==> config.mk <==
export PLATFORM = sky130hd
export DESIGN_NAME = minsoc_spi_boot
export DESIGN_NICKNAME = d
export VERILOG_FILES = /design/src/rtl/minsoc_spi_boot_pkg.sv /design/src/rtl/minsoc_spi_boot_shifter.sv /design/src/rtl/minsoc_spi_boot.sv
export SDC_FILE = /design/constraint.sdc
export NUM_CORES = 1
export LEC_CHECK = 0
export BUFFER_PORTS_ARGS = -buffer_cell sky130_fd_sc_hd__clkbuf_2
export CORE_MARGIN = 1
export CORE_UTILIZATION = 61
export CTS_CLUSTER_DIAMETER = 150
export DETAILED_ROUTE_END_ITERATION = 12
export GPL_ROUTABILITY_DRIVEN = 0
export PLACE_DENSITY_LB_ADDON = 0.12
export SETUP_SLACK_MARGIN = 0.15
export SLEW_MARGIN = 20
export SYNTH_ARGS = -nofsm -noshare
export SYNTH_HDL_FRONTEND = slang
export SYNTH_SLANG_ARGS = --single-unit
==> constraint.sdc <==
create_clock -name clk -period 3.09 [get_ports clk]
set_input_delay 0.309 -clock clk [delete_from_list [all_inputs] [get_ports clk]]
set_output_delay 0.309 -clock clk [all_outputs]
set_load 0.005 [all_outputs]
==> src/rtl/minsoc_spi_boot_pkg.sv <==
// Shared types and constants for the SPI flash boot loader.
package minsoc_spi_boot_pkg;

  typedef enum logic [2:0] {
    ST_IDLE  = 3'd0,
    ST_CMD   = 3'd1,
    ST_SIZE  = 3'd2,
    ST_CHECK = 3'd3,
    ST_DATA  = 3'd4,
    ST_WRITE = 3'd5,
    ST_DONE  = 3'd6,
    ST_ERROR = 3'd7
  } boot_state_e;

  localparam logic [7:0]  SPI_READ_CMD = 8'h03;
  localparam logic [31:0] HDR_BYTES    = 32'd4;

  // Bits to fetch for the next word: a full word, or only the bytes left in the image.
  function automatic logic [5:0] word_bits(input logic [31:0] remaining);
    logic [5:0] bits;
    if (remaining >= HDR_BYTES) begin
      bits = 6'd32;
    end else begin
      bits = {1'b0, remaining[1:0], 3'b000};
    end
    return bits;
  endfunction

endpackage

==> src/rtl/minsoc_spi_boot_shifter.sv <==
// SPI mode-0 engine: sclk divider, 32-bit shift register and bit counter.
// A transfer runs from start_i until nbits have been sampled, then pulses done_o and idles with sclk low.
module minsoc_spi_boot_shifter #(
  parameter int CLK_DIV = 2
) (
  input  logic        clk,
  input  logic        rst_n,
  input  logic        start_i,
  input  logic [31:0] load_i,
  input  logic [5:0]  nbits_i,
  input  logic        miso_i,
  output logic        sclk_o,
  output logic        mosi_o,
  output logic [31:0] rx_o,
  output logic        done_o
);

  localparam int DIV_W = (CLK_DIV > 1) ? $clog2(CLK_DIV) : 1;
  localparam logic [DIV_W-1:0] DIV_LAST = DIV_W'(CLK_DIV - 1);

  logic             active_q, active_d;
  logic [DIV_W-1:0] div_q, div_d;
  logic             sclk_q, sclk_d;
  logic             mosi_q, mosi_d;
  logic [31:0]      sh_q, sh_d;
  logic [5:0]       cnt_q, cnt_d;
  logic [5:0]       nbits_q, nbits_d;
  logic             done_q, done_d;

  // Shifter state registers.
  always_ff @(posedge clk or negedge rst_n) begin
    if (!rst_n) begin
      active_q <= 1'b0;
      div_q    <= {DIV_W{1'b0}};
      sclk_q   <= 1'b0;
      mosi_q   <= 1'b0;
      sh_q     <= 32'd0;
      cnt_q    <= 6'd0;
      nbits_q  <= 6'd32;
      done_q   <= 1'b0;
    end else begin
      active_q <= active_d;
      div_q    <= div_d;
      sclk_q   <= sclk_d;
      mosi_q   <= mosi_d;
      sh_q     <= sh_d;
      cnt_q    <= cnt_d;
      nbits_q  <= nbits_d;
      done_q   <= done_d;
    end
  end

  // Rising sclk samples MISO; falling sclk presents the next MOSI bit.
  always_comb begin
    active_d = active_q;
    div_d    = div_q;
    sclk_d   = sclk_q;
    mosi_d   = mosi_q;
    sh_d     = sh_q;
    cnt_d    = cnt_q;
    nbits_d  = nbits_q;
    done_d   = 1'b0;
    if (start_i) begin
      active_d = 1'b1;
      div_d    = {DIV_W{1'b0}};
      sclk_d   = 1'b0;
      mosi_d   = load_i[31];
      sh_d     = load_i;
      cnt_d    = 6'd0;
      nbits_d  = nbits_i;
    end else if (active_q) begin
      if (div_q == DIV_LAST) begin
        div_d = {DIV_W{1'b0}};
        if (!sclk_q) begin
          sclk_d = 1'b1;
          sh_d   = {sh_q[30:0], miso_i};
          cnt_d  = cnt_q + 6'd1;
          if (cnt_q + 6'd1 == nbits_q) begin
            active_d = 1'b0;
            done_d   = 1'b1;
          end else begin
            active_d = 1'b1;
          end
        end else begin
          sclk_d = 1'b0;
          mosi_d = sh_q[31];
        end
      end else begin
        div_d = div_q + {{(DIV_W-1){1'b0}}, 1'b1};
      end
    end else begin
      // Paused between transfers: clock parked low, MOSI quiet.
      div_d  = {DIV_W{1'b0}};
      sclk_d = 1'b0;
      mosi_d = 1'b0;
    end
  end

  assign sclk_o = sclk_q;
  assign mosi_o = mosi_q;
  assign done_o = done_q;
  assign rx_o   = sh_q << (6'd32 - nbits_q);

endmodule

==> src/rtl/minsoc_spi_boot.sv <==
// Copies a length-prefixed image from SPI flash into RAM, then releases the CPU.
// Optional size validation is enabled by defining SPI_BOOT_LENGTH_CHECK_EN.
module minsoc_spi_boot
  import minsoc_spi_boot_pkg::*;
#(
  parameter int          CLK_DIV     = 2,
  parameter int          ADR_WIDTH   = 13,
  parameter logic [23:0] FLASH_START = 24'h000000
) (
  input  logic                 clk,
  input  logic                 reset,
  output logic                 spi_sclk,
  output logic                 spi_mosi,
  input  logic                 spi_miso,
  output logic [1:0]           spi_ss,
  output logic                 mem_we,
  output logic [ADR_WIDTH-1:0] mem_adr,
  output logic [31:0]          mem_dat,
  input  logic                 mem_ack,
  output logic                 cpu_rst,
  output logic                 boot_done,
  output logic                 boot_err
);

  boot_state_e          state_q, state_d;
  logic                 ss_q, ss_d;
  logic [31:0]          rem_q, rem_d;
  logic                 mem_we_q, mem_we_d;
  logic [ADR_WIDTH-1:0] mem_adr_q, mem_adr_d;
  logic [31:0]          mem_dat_q, mem_dat_d;
  logic                 cpu_rst_q, cpu_rst_d;
  logic                 done_q, done_d;
  logic                 err_q, err_d;

  logic                 start_s;
  logic [31:0]          load_s;
  logic [5:0]           nbits_s;
  logic [31:0]          rx_s;
  logic                 done_s;
  logic [31:0]          rem_next_s;
  logic                 size_bad_s;

  minsoc_spi_boot_shifter #(
    .CLK_DIV (CLK_DIV)
  ) u_shifter (
    .clk     (clk),
    .rst_n   (reset),
    .start_i (start_s),
    .load_i  (load_s),
    .nbits_i (nbits_s),
    .miso_i  (spi_miso),
    .sclk_o  (spi_sclk),
    .mosi_o  (spi_mosi),
    .rx_o    (rx_s),
    .done_o  (done_s)
  );

  assign rem_next_s = rem_q - HDR_BYTES;

`ifdef SPI_BOOT_LENGTH_CHECK_EN
  localparam logic [32:0] MAX_BYTES = 33'd4 << ADR_WIDTH;
  assign size_bad_s = (rem_q < HDR_BYTES) || (rem_q[1:0] != 2'b00) ||
                      ({1'b0, rem_q} > MAX_BYTES);
`else
  assign size_bad_s = 1'b0;
`endif

  // Boot FSM and output registers.
  always_ff @(posedge clk or negedge reset) begin
    if (!reset) begin
      state_q   <= ST_IDLE;
      ss_q      <= 1'b1;
      rem_q     <= 32'd0;
      mem_we_q  <= 1'b0;
      mem_adr_q <= {ADR_WIDTH{1'b0}};
      mem_dat_q <= 32'd0;
      cpu_rst_q <= 1'b1;
      done_q    <= 1'b0;
      err_q     <= 1'b0;
    end else begin
      state_q   <= state_d;
      ss_q      <= ss_d;
      rem_q     <= rem_d;
      mem_we_q  <= mem_we_d;
      mem_adr_q <= mem_adr_d;
      mem_dat_q <= mem_dat_d;
      cpu_rst_q <= cpu_rst_d;
      done_q    <= done_d;
      err_q     <= err_d;
    end
  end

  // Next-state logic; rem_q carries the image size until the header word is written.
  always_comb begin
    state_d   = state_q;
    ss_d      = ss_q;
    rem_d     = rem_q;
    mem_we_d  = mem_we_q;
    mem_adr_d = mem_adr_q;
    mem_dat_d = mem_dat_q;
    cpu_rst_d = cpu_rst_q;
    done_d    = done_q;
    err_d     = err_q;
    start_s   = 1'b0;
    load_s    = 32'd0;
    nbits_s   = 6'd32;
    case (state_q)
      ST_IDLE: begin
        ss_d    = 1'b0;
        start_s = 1'b1;
        load_s  = {SPI_READ_CMD, FLASH_START};
        state_d = ST_CMD;
      end
      ST_CMD: begin
        if (done_s) begin
          start_s = 1'b1;
          state_d = ST_SIZE;
        end else begin
          state_d = ST_CMD;
        end
      end
      ST_SIZE: begin
        if (done_s) begin
          rem_d   = rx_s;
          state_d = ST_CHECK;
        end else begin
          state_d = ST_SIZE;
        end
      end
      ST_CHECK: begin
        if (size_bad_s) begin
          ss_d    = 1'b1;
          err_d   = 1'b1;
          state_d = ST_ERROR;
        end else begin
          mem_we_d  = 1'b1;
          mem_dat_d = rem_q;
          state_d   = ST_WRITE;
        end
      end
      ST_DATA: begin
        if (done_s) begin
          mem_we_d  = 1'b1;
          mem_dat_d = rx_s;
          state_d   = ST_WRITE;
        end else begin
          state_d = ST_DATA;
        end
      end
      ST_WRITE: begin
        if (mem_ack) begin
          mem_we_d  = 1'b0;
          mem_adr_d = mem_adr_q + {{(ADR_WIDTH-1){1'b0}}, 1'b1};
          rem_d     = rem_next_s;
          if (rem_q <= HDR_BYTES) begin
            ss_d      = 1'b1;
            cpu_rst_d = 1'b0;
            done_d    = 1'b1;
            state_d   = ST_DONE;
          end else begin
            start_s = 1'b1;
            nbits_s = word_bits(rem_next_s);
            state_d = ST_DATA;
          end
        end else begin
          state_d = ST_WRITE;
        end
      end
      ST_DONE: begin
        state_d = ST_DONE;
      end
      ST_ERROR: begin
        state_d = ST_ERROR;
      end
      default: begin
        ss_d      = 1'b1;
        cpu_rst_d = 1'b1;
        err_d     = 1'b1;
        state_d   = ST_ERROR;
      end
    endcase
  end

  assign spi_ss    = {1'b1, ss_q};
  assign mem_we    = mem_we_q;
  assign mem_adr   = mem_adr_q;
  assign mem_dat   = mem_dat_q;
  assign cpu_rst   = cpu_rst_q;
  assign boot_done = done_q;
  assign boot_err  = err_q;

endmodule

# Yosys cells after proc, flatten, opt, wreduce, memory -nomap -nowiden
# Cells that the tools add are included.
op_classes:
  n_eq_ne: 15
  bitwise_logic: 0
  addsub: 5
  magnitude_cmp: 2
  n_reduce_logical: 15
  shift: 1
  div: 0
  multipliers: 0
  n_mux: 54
ops:
  columns: ["operator", "count"]
  rows:
  - ["$mux 32", 6]
  - ["$pmux 32 s2", 2]
  - ["$mux 6", 8]
  - ["$ge 32x3->1 const B", 1]
  - ["$le 32x3->1 const B", 1]
  - ["$shl 32x6->32", 1]
  - ["$sub 32x3->32 const B", 1]
  - ["$mux 1", 30]
  - ["$mux 26", 1]
  - ["$pmux 3 s8", 1]
  - ["$reduce_and 3->1", 5]
  - ["$add 13x1->13 const B", 1]
  - ["$eq 3x3->1 const B", 4]
  - ["$reduce_bool 2->1", 5]
  - ["$add 6x1->6 const B", 1]
  - ["$eq 3x2->1 const B", 2]
  - ["$eq 6x6->1", 1]
  - ["$ne 2x2->1 const B", 3]
  - ["$ne 3x3->1 const B", 2]
  - ["$pmux 1 s3", 2]
  - ["$reduce_and 2->1", 3]
  - ["$sub 6x6->6 const A", 1]
  - ["$mux 2", 2]
  - ["$ne 2x1->1 const B", 2]
  - ["6 further kinds", 6]
word_totals:
  reg_bits: 133
  memories: 0
  elab_cells: 108
  out_inout_bits: 53
  in_bits: 4
  mem_bits_ro: 0
  mem_bits_rw: 0
  latch_bits: 0

# Longest topological paths before layout
# Gate-level depths: netlist of run 1.
depth:
  depth_word: 7
  mapped_depth: 11
  ltp_nobuf: 8

# Hierarchy
# A second synthesis of run 1 with hierarchy kept.
hier_totals:
  cells_unflattened: 1000
  hier_area_um2: 8976.1
by_module_without_submodules:
  columns: ["module", "seq_area_each_um2", "instances", "area_each_um2", "cells_per_inst"]
  rows:
  - ["minsoc_spi_boot", 2104.5, 1, 4845.9, 557]
  - ["minsoc_spi_boot_shifter", 1227.4, 1, 4130.2, 443]

# Worst setup path after synthesis of run 1
# Ideal clock, no wire load.
synth_timing:
  path_kind: "register to register"
  startpoint: "register rem_q[2]"
  endpoint: "register u_shifter.nbits_q[5]"
  t_required_ns: 3.007
  setup_ns: 0.083
  path_buffers: 0
  synth_period_minus_slack_ns: 2.780
  arrival_ns: 2.697
  path_slack_ns: 0.310
  stages_incl_launch_ff: 9
  cell_sequence: "dfrtp_1 -> inv_1 -> ha_1 -> nor4b_4 -> nand3_1 -> or3_2 -> xnor2_1 -> or4_4 -> o32a_1"
synth_between:
  elab_chain_len: 6
  elab_cells_between_ends: 10
  classes_between: "add/sub (1); order compare (2); mux (7)"
synth_rtl:
  columns: ["item", "line", "source"]
  rows:
  - ["start: declaration", "minsoc_spi_boot.sv:27", "logic [31:0] rem_q, rem_d;"]
  - ["start signal: assignment", "minsoc_spi_boot.sv:83", "rem_q <= rem_d;"]
  - ["$sub 32x3->32", "minsoc_spi_boot.sv:58", "assign rem_next_s = rem_q - HDR_BYTES;"]
  - ["$ge 32x3->1", "minsoc_spi_boot_pkg.sv:21", "if (remaining >= HDR_BYTES) begin"]
  - ["$mux 6", "minsoc_spi_boot_pkg.sv:21", null]
  - ["$mux 6", "minsoc_spi_boot.sv:155", "if (rem_q <= HDR_BYTES) begin"]
  - ["$mux 6", "minsoc_spi_boot.sv:151", "if (mem_ack) begin"]
  - ["$mux 6", "minsoc_spi_boot.sv:107", "case (state_q)"]
  - ["end signal: assignment", "minsoc_spi_boot_shifter.sv:48", "nbits_q <= nbits_d;"]
  - ["end: declaration", "minsoc_spi_boot_shifter.sv:27", "logic [5:0] nbits_q, nbits_d;"]
# Several ways; a longest one is shown, not always the timed one.
# A chain may end at the register's enable or synchronous reset.

# Final worst setup path of run 1
# Ends and elaborated chain as after synthesis.

==> impl_results.md, run 1 <==
* Status: finished, violations left
* Failing checks: DRC, hold timing
* Cts bufs inserted at 17
* Final period util at 0.9130
* Die extent in x at 111.0 um
* Final setup vio count at 0
* Wirelength per Cell at 19.05 um
* Synth area leader: dfrtp_1
* GRT overflow at 0
* Chip height at 111.0 um
* Compound-Gate Fraction of Synth Area at 0.2006
* CP Class: reg -> reg
* CP startpoint kind: register
* Final min period at 2821 ps
* Clock Skews at 7.987 ps
* Number of synthesized flops with an enable pin at 0
* Synthesized area per cell at 8.743 um^2
* Synth warn at 0
* RSZ-0062 raised after global routing: no
* Die area at 0.01232 mm^2
* Sequential area share after synthesis at 0.4493
* Pre-CTS WS at 293.6 ps
* Clock Sink Count at 130
* Layout Nets at 877
* Clock transition at path regs at 60 ps
* Vias in the first global route at 6,136
* HPWL Detailed at 13.16 mm
* Filler cell count at 907
* Ports at 57
* Mux contribution to synthesized area at 0.05006
* IR drop worst, VDD at 0.4066 mV
* Largest cells by area after synthesis: dfrtp_1, nand2_1, o21ai_0
* Core area at 0.01152 mm^2
* Setup WS post-layout at 268.9 ps
* Clk root buf: clkbuf_16
* Adder-cell area share of the yosys netlist at 0.01208
* Reg2reg path depth at 8
* WL final at 19.47 mm
* Multi-input gate area at 0.003714 mm^2
* Hold Fails Final Rpt at 21
* Post-synthesis instance total at 829
* Setup TNS at 0 ps
* Hold WC Path Type: in -> async
* Kind of end point of the critical path: register
* Mapped Nets at 840
* DRT antenna net count at 0
* Slew margin rel. at 0.4240
* Total number of vias at 6,503
* Starting Density at 0.6294
* Clock Latency Late Sink at 430 ps
* Overall global routing resource usage at 0.3361
* # DRC at 11
* Library cells used by synthesis at 70
* Pleak at 3.753 nW
* Deepest clock path buffer count at 2
* Largest fanout on the critical path at 5
* Ant diodes at 0
* Asr flop ratio synth at 1.000
* Setup Buffers After CTS at 0
* Buffers on Ports at 54
* Vias per cell at 6.363
* Top cell type's share of synthesized area at 0.4385
* Share of cells above drive strength 1 at 0.1570
* Slew Viols, Final at 0
* Pwr per Cell Area at 457.8 mW/mm^2
* Max frequency at 354.5 MHz
* H-tree Lvls at 4
* Synth cell count leaders: nand2_1, dfrtp_1, o21ai_0
* Register area at 0.003257 mm^2
* Seq cells post-synth at 130
* Slew @ Worst Pin at 863.9 ps
* Post-Synth XOR/XNOR Area at 0.03383
* Placed Cells at 990
* Worst EP arrival at 3170 ps
* Final non-filler cell total at 1,022
* Initial antenna violation count at 0
* Count leader, synth: nand2_1
* CTS tree: built
* Simple-gate area share of the yosys netlist at 0.2106
* Syn-to-layout area delta at 13.95%
* DRT iter0 DRCs at 871
* Cell Rows at 39
* Global-route wire length before repair at 32.10 mm
* Ys flop type: dfrtp_1
* Pin count of the biggest net entering global routing at 131
* Combinational family with the most area after synthesis: simple AND/OR/NAND/NOR gates
* Max Cap Viol at 0
* WP data required at 3440 ps
* Synth Cell Area at 0.007248 mm^2
* First drt pass iteration count at 10
* Fin Hold WS at -65.12 ps
[worst paths after layout]
check | from | endpoint | slack [ps]
min in group clk | spi_miso | u_shifter.sh_q[0] | 140
worst max register to register | rem_q[2] | u_shifter.nbits_q[5] | 270
worst min register to register | mem_dat[9] | mem_dat[9] | 470
worst max-delay path | rem_q[2] | u_shifter.nbits_q[5] | 270
max in group asynchronous | reset | mem_dat[11] | 2580
worst min-delay path | reset | mem_adr[4] | -70
[layout make-up]
class	count	area share
repair buffers	79	0.05726
clock inverters	9	0.01257
clock buffers	23	0.05908
multi-input cells	626	0.4496
inverters	12	0.005454
well taps	143	0.02166
flip-flops and latches	130	0.3943
[registers in the layout, summed over array words and instances (netlist names), 3 cells and up]
signal / flops
u_shifter.nbits_q: 3
mem_adr: 13
state_q: 3
rem_q: 32
u_shifter.cnt_q: 6
mem_dat: 32
u_shifter.sh_q: 32
[what timing repair did]
item	CTS	global route
resized for setup	0	2
endpoints found under the hold margin	0	0
setup endpoints to repair	0	1
hold buffers	0	0
[cell families after synthesis]
kind of cell	count (synthesis)
DFF	130
muxes	35
AOI/OAI and AO/OA	235
buffers and inverters	73
xor gates and xnor gates	28
and+or+nand+nor	319
adders and majority gates	7
other	2
[layout by cell type (no fill, tap or decap), types with 4 or more instances in the layout]
master / n
nand2_1: 149
dfrtp_1: 127
o21ai_0: 76
nor2_1: 66
a21oi_1: 64
clkbuf_2: 53
mux2i_1: 25
buf_4: 25
nand3_1: 20
a22oi_1: 19
xnor2_1: 17
clkbuf_16: 17
nor3_1: 13
inv_1: 12
nor4_1: 12
a211oi_1: 11
xor2_1: 11
a22o_1: 11
mux2_2: 10
nor2b_1: 8
or4_1: 7
a31oi_1: 6
o22ai_1: 6
o22a_1: 6
nand4_1: 6
ha_1: 6
or3_1: 4
nand2b_1: 4
o2bb2ai_1: 4
o21a_1: 4
o211ai_1: 4
clkinv_2: 4
clkbuf_8: 4
[worst max-delay path, stage by stage, from the launching register on]
cell and delay (ps):
dfrtp_1 450, inv_1 140, ha_2 230, nor4b_4 220, nand3_1 170, or3_2 490, xnor2_1 150, or4_4 550
o32a_1 350
[power breakdown]
group / switching (mW) / internal (mW) / total [mW]
Clock: 0.727 / 1.27 / 1.99
Sequential: 0.0177 / 1.71 / 1.73
Combinational: 0.0448 / 0.0135 / 0.0583
[layer usage]
layer,vias up,share of wire,global-route usage,routed length [um]
met3,65,0.088,0.08311,1720
met2,335,0.46,0.5065,8895
met4,0,0.038,0.1644,735
met5,-,0,0,0
met1,3082,0.42,0.4550,8120
li1,3021,-,-,-
[metrics by stage]
stage | util | power [mW] | area, um^2
floorplan | - | 1.767 | 7248
global placement | 0.6648 | 1.816 | 7656
detailed placement | 0.6648 | 1.817 | 7656
CTS | 0.7162 | 3.802 | 8248
global route | 0.7172 | 3.874 | 8259
finish | 0.7172 | 3.781 | 8259
No activity file was read; power rests on OpenSTA's default activity.
==> run 2: changes to the inputs <==
==> constraint.sdc (replaced) <==
create_clock -name clk -period 3.09 [get_ports clk]
set_input_delay 0.1545 -clock clk [delete_from_list [all_inputs] [get_ports clk]]
set_output_delay 0.1545 -clock clk [all_outputs]
set_load 0.005 [all_outputs]
==> run 2 against run 1 <==
The flow finishes with violations (DRC). Maximum frequency increased by 1.1%. Worst hold slack better by 110 ps. Register-to-register slack better by 30 ps. Die area stayed put. Critical path depth increased by 1. Cell area barely moved. Global-route usage is 0.54 points lower. Count of clock-buffer cells in the layout fell by 1. First-iteration DRC count is 17% lower. Sequential share of layout area hardly changed. Highest routed layer unchanged.
==> impl_results.md, run 2 (same netlist as run 1, synthesis figures left out) <==
* WL final at 19.31 mm
* Clock Latency Late Sink at 430 ps
* Chip height at 111.0 um
* Placed Cells at 991
* Worst Hold Path EP: state_q[0]
* Worst EP arrival at 3140 ps
* Setup Buffers After CTS at 0
* Multi-input gate area at 0.003711 mm^2
* Clock power share at 0.526
* Core Util, Final at 0.7176
* Net Sw Frac at 0.2027
* Met2 GRT Util at 0.4973
* Wirelength per Cell at 18.91 um
* Final setup vio count at 0
* Critical Path Slowest Stage Cell: dfrtp_1
* Final period util at 0.9028
* Setup TNS at 0 ps
* Syn-to-layout area delta at 14.02%
* Total power at 3.782 mW
* HPWL Detailed at 13.47 mm
* Hold Crit Depth at 2
* Die area at 0.01232 mm^2
* Critical Path Max Stage Delay at 470 ps
* Register area at 0.003257 mm^2
* GR Util met3 at 0.08256
* Hold Fails Final Rpt at 0
* Max Cap Viol at 0
* Kind of end point of the critical path: register
* H-tree Lvls at 4
* GRT overflow at 0
* DRT iter0 DRCs at 720
* Reg2Reg Setup Slack at 300 ps
* Die extent in x at 111.0 um
* Worst r2r src: rem_q[2]
* Internal power at 3.015 mW
* Total number of vias at 6,554
* Starting Density at 0.6294
* Pin count of the biggest net entering global routing at 56
* Switch Pwr at 766.6 uW
* Cell Rows at 39
* Global-route wire length before repair at 31.33 mm
* Vias per cell at 6.419
* Hold_sp: mem_ack
* Pwr per Cell Area at 457.6 mW/mm^2
* Cts bufs inserted at 17
* Clock Sink Count at 130
* Layout Nets at 880
* Slew Viols, Final at 0
* CP Class: reg -> reg
* Slew @ Worst Pin at 869.5 ps
* IR drop worst, VDD at 0.3713 mV
* Sequential share of power at 0.457
* Clock transition at path regs at 60 ps
* Cells along the critical path: inv_1, ha_1, nor4b_4, buf_4, and3_1, or3_1, a22o_1, or4_4, o32a_1
* Max frequency at 358.5 MHz
* Deepest clock path buffer count at 2
* Fin Hold WS at 49.37 ps
* Share of cells above drive strength 1 at 0.1515
* Reg2reg path depth at 9
* Failing checks: DRC
* Most common cell after layout, fill and taps aside: nand2_1
* DRT antenna net count at 0
* Vias in the first global route at 6,055
* WP data required at 3440 ps
* CP startpoint kind: register
* Comb pwr share at 0.016
* Pre-CTS WS at 286.8 ps
* Placed cell areas at 0.007664 mm^2
* CTS tree: built
* Grt met1 use at 0.4456
* Ant diodes at 0
* Final non-filler cell total at 1,021
* Core area at 0.01152 mm^2
* Initial antenna violation count at 0
* First drt pass iteration count at 9
* Buffers on Ports at 54
* Largest fanout on the critical path at 8
* Busiest grt layer: met2
* Most frequent cells in the layout: nand2_1, dfrtp_1, o21ai_0
* Hold WC Path Type: in -> reg
* Setup WS post-layout at 300.4 ps
* Filler cell count at 911
* Final min period at 2790 ps
* R2r endpoint: u_shifter.nbits_q[5]
* RSZ-0062 raised after global routing: no
* Overall global routing resource usage at 0.3306
* Design area at 0.008264 mm^2
* Clk root buf: clkbuf_16
* # DRC at 11
* Slew margin rel. at 0.4203
* Clock Skews at 5.725 ps
* Ports at 57
* Pleak at 3.758 nW
* Status: finished, violations left
run 2: changes by cell type in the layout (fill, tap and decap cells not counted), sizes merged:
cell | before | now
dlygate4sd3 | 0 | 2
buf | 26 | 27
bufinv | 2 | 3
clkbuf | 76 | 75
clkinv | 5 | 2
clkinvlp | 2 | 1
run 2: critical path: cells and delay by family (launching register included):
family	cells	cell delay, ps
AOI/OAI and AO/OA	2	520
DFF	1	470
and+or+nand+nor	4	1170
buffers and inverters	2	290
adders and majority gates	1	260
run 2: repair_timing:
action / in CTS / in global routing
resized for setup: 0 / 1
endpoints found under the hold margin: 51 / 0
endpoints found under the setup margin: 0 / 1
hold buffers: 2 / 0
run 2: cell type report:
type / instances / share of cell area
Clock buffer: 22 / 0.05617
Clock inverter: 6 / 0.01302
Inverter: 12 / 0.005450
Multi-Input combinational cell: 626 / 0.4491
Sequential cell: 130 / 0.3941
Tap cell: 143 / 0.02165
Timing Repair Buffer: 82 / 0.06056
run 2: layer usage:
layer,part of all wire,wire length [um],vias up
met4,0.040,781,0
met1,0.42,8107,3129
met3,0.088,1697,64
li1,-,-,3026
met5,0,0,-
met2,0.45,8725,335
run 2: power groups by stage:
stage          clock, mW  sequential [mW]  combinational [mW]
6_report            1.99             1.73              0.0615
5_1_grt             2.07             1.73              0.0718
4_1_cts             2.01             1.73              0.0636
3_5_place_dp           0             1.76              0.0620
3_3_place_gp           0             1.76              0.0602
2_1_floorplan          0             1.75              0.0167
run 2: how the worst max path moves through the flow:
stage / startpoint / end / depth (start not counted)
6_report: rem_q[2] / u_shifter.nbits_q[5] / 9
5_1_grt: rem_q[2] / u_shifter.nbits_q[5] / 9
4_1_cts: rem_q[14] / u_shifter.nbits_q[5] / 6
3_5_place_dp: rem_q[14] / u_shifter.nbits_q[5] / 6
3_3_place_gp: rem_q[2] / u_shifter.nbits_q[5] / 8
2_1_floorplan: rem_q[2] / u_shifter.nbits_q[5] / 8
==> run 3: changes to the inputs <==
Settings changed: ABC_AREA set to 1.
==> run 3 against run 2 <==
The run now ends clean. Clock power increased by 5%. Cell area increased by 5.7%. Largest cell class unchanged. Power increased by 43%. Die area increased by 6.3%.
==> impl_results.md, run 3 <==
* Status: finished clean
* Initial antenna violation count at 0
* Ant diodes at 0
* Count leader, synth: nand2_1
* CP startpoint kind: register
* Synthesized area per cell at 7.349 um^2
* Switch Pwr at 1.742 mW
* WL final at 22.04 mm
* Final period util at 0.8346
* CTS tree: built
* Pin count of the biggest net entering global routing at 80
* Ports at 57
* Slew @ Worst Pin at 1140 ps
* Total number of vias at 7,476
* Clock Latency Late Sink at 430 ps
* DRT iter0 DRCs at 822
* Total power at 5.408 mW
* Layout Nets at 1,098
* Slew Viols, Final at 0
* Die extent in x at 114.5 um
* Net Sw Frac at 0.3221
* Wirelength per Cell at 17.38 um
* Max frequency at 387.7 MHz
* Synth warn at 0
* First drt pass iteration count at 5
* GRT overflow at 0
* RSZ-0062 raised after global routing: no
* Die area at 0.01310 mm^2
* Most frequent cells in the layout: nand2_1, nor2_1, dfrtp_1
* Post-cts resize count at 0
* Ys flop type: dfrtp_1
* Final setup vio count at 0
* Buffers on Ports at 54
* Synth Cell Area at 0.007716 mm^2
* Cts bufs inserted at 17
* HPWL Detailed at 15.92 mm
* Hold WC Path Type: in -> reg
* Overall global routing resource usage at 0.3633
* Clock Sink Count at 130
* Synth area leader: dfrtp_1
* Pleak at 4.165 nW
* Largest fanout on the critical path at 69
* H-tree Lvls at 4
* Setup TNS at 0 ps
* Seq cells post-synth at 130
* Chip height at 114.5 um
* WP data required at 3390 ps
* Post-synthesis instance total at 1,050
* Cell Rows at 40
* Clock power share at 0.385
* Pwr per Cell Area at 619.1 mW/mm^2
* Starting Density at 0.6345
* DRT antenna net count at 0
* IR drop worst, VDD at 0.5378 mV
* Final min period at 2579 ps
* Vias in the first global route at 7,009
* Sequential share of power at 0.395
* Number of synthesized flops with an enable pin at 0
* Syn-to-layout area delta at 13.20%
* Global-route wire length before repair at 35.46 mm
* Share of cells above drive strength 1 at 0.1236
* Largest cells by area after synthesis: dfrtp_1, nand2_1, nor2_1
* Clk root buf: clkbuf_16
* Most common cell after layout, fill and taps aside: nand2_1
* Worst EP arrival at 2880 ps
* Hold Fails Final Rpt at 0
* Setup Buffers After CTS at 0
* Clock Skews at 6.975 ps
* Mapped Nets at 1,061
* Top cell type's share of synthesized area at 0.4119
* Comb pwr share at 0.221
* Max Cap Viol at 0
* Deepest clock path buffer count at 2
* Kind of end point of the critical path: register
* Library cells used by synthesis at 43
* Clock transition at path regs at 60 ps
* Sequential area share after synthesis at 0.4221
* Synth cell count leaders: nand2_1, nor2_1, dfrtp_1
* CP Class: reg -> reg
* Asr flop ratio synth at 1.000
* Slew margin rel. at 0.2320
* Vias per cell at 5.896
* # DRC at 0
* Internal power at 3.666 mW
* Core area at 0.01216 mm^2
==> run 3: metrics by stage <==
step	setup slack, ps	util	area (um^2)	std cells	hold slack [ps]
after floorplan	573.8	-	7716	1050	-141.1
after global placement	653.4	0.6665	8105	1234	239.6
after detailed placement	547.7	0.6665	8105	1234	234.2
after CTS	524.7	0.7182	8735	1268	97.80
after global routing	225.6	0.7182	8735	1268	116.4
final	511.0	0.7182	8735	1268	101.8
==> run 3: metal layers <==
metal	vias to the layer above	wire length (um)	track usage	part of all wire
li1	3543	-	-	-
met1	3476	8706	0.4662	0.40
met2	366	10170	0.5547	0.46
met3	91	1952	0.09105	0.089
met4	0	1204	0.2234	0.055
met5	-	0	0	0
==> run 3: cell type report <==
cell class | count | area, um^2
sequential | 130 | 3257
multi-input combinational | 758 | 3816
inverter | 111 | 422.9
tap | 168 | 210.2
fill | 1036 | 3427
clock buffer | 24 | 481.7
timing repair buffer | 69 | 419.2
clock inverter | 8 | 127.6
==> run 3: power by group through the flow <==
stage | Clock (mW) | Sequential, mW | Combinational (mW)
after global placement | 0 | 2.15 | 1.15
after floorplan | 0 | 2.11 | 0.839
after CTS | 2.09 | 2.13 | 1.18
after detailed placement | 0 | 2.16 | 1.16
after global routing | 2.17 | 2.16 | 1.33
final | 2.08 | 2.13 | 1.19
==> run 3: repair_timing <==
item / in CTS / in global routing
hold buffers: 2 / 0
endpoints found under the hold margin: 76 / 0
endpoints found under the setup margin: 0 / 0
==> run 3: worst paths after layout <==
path / depth (start not counted) / slack, ps / from / to
worst min-delay path: 3 / 100 / mem_ack / mem_adr[0]
worst max register to register: 11 / 510 / rem_q[2] / u_shifter.sh_q[1]
worst min register to register: 2 / 440 / cpu_rst / cpu_rst
worst max-delay path: 11 / 510 / rem_q[2] / u_shifter.sh_q[1]
min in group asynchronous: 2 / 350 / reset / mem_dat[25]
max in group asynchronous: 3 / 2000 / reset / u_shifter.sh_q[15]
==> run 3: worst max-delay path, cell delays in order, from the launching register on <==
cell	delay [ps]
dfrtp_1	410
inv_1	160
ha_1	260
nand2_1	140
nor2_2	270
nand4_2	180
nand3_4	130
nand2_4	90
inv_4	120
nand2_4	350
nand3_1	240
o21ai_2	70
==> run 3: cells by family after synthesis <==
kind of cell | after synthesis | share of synthesized area
flip-flops | 130 | 0.4221
multiplexers | 1 | 0.001297
buffers and inverters | 162 | 0.08659
AO/OA/AOI/OAI | 193 | 0.1526
adder cells (fa/ha/maj) | 7 | 0.01135
other | 2 | 0.0009733
AND/OR/NAND/NOR | 533 | 0.2982
XOR/XNOR | 22 | 0.02692
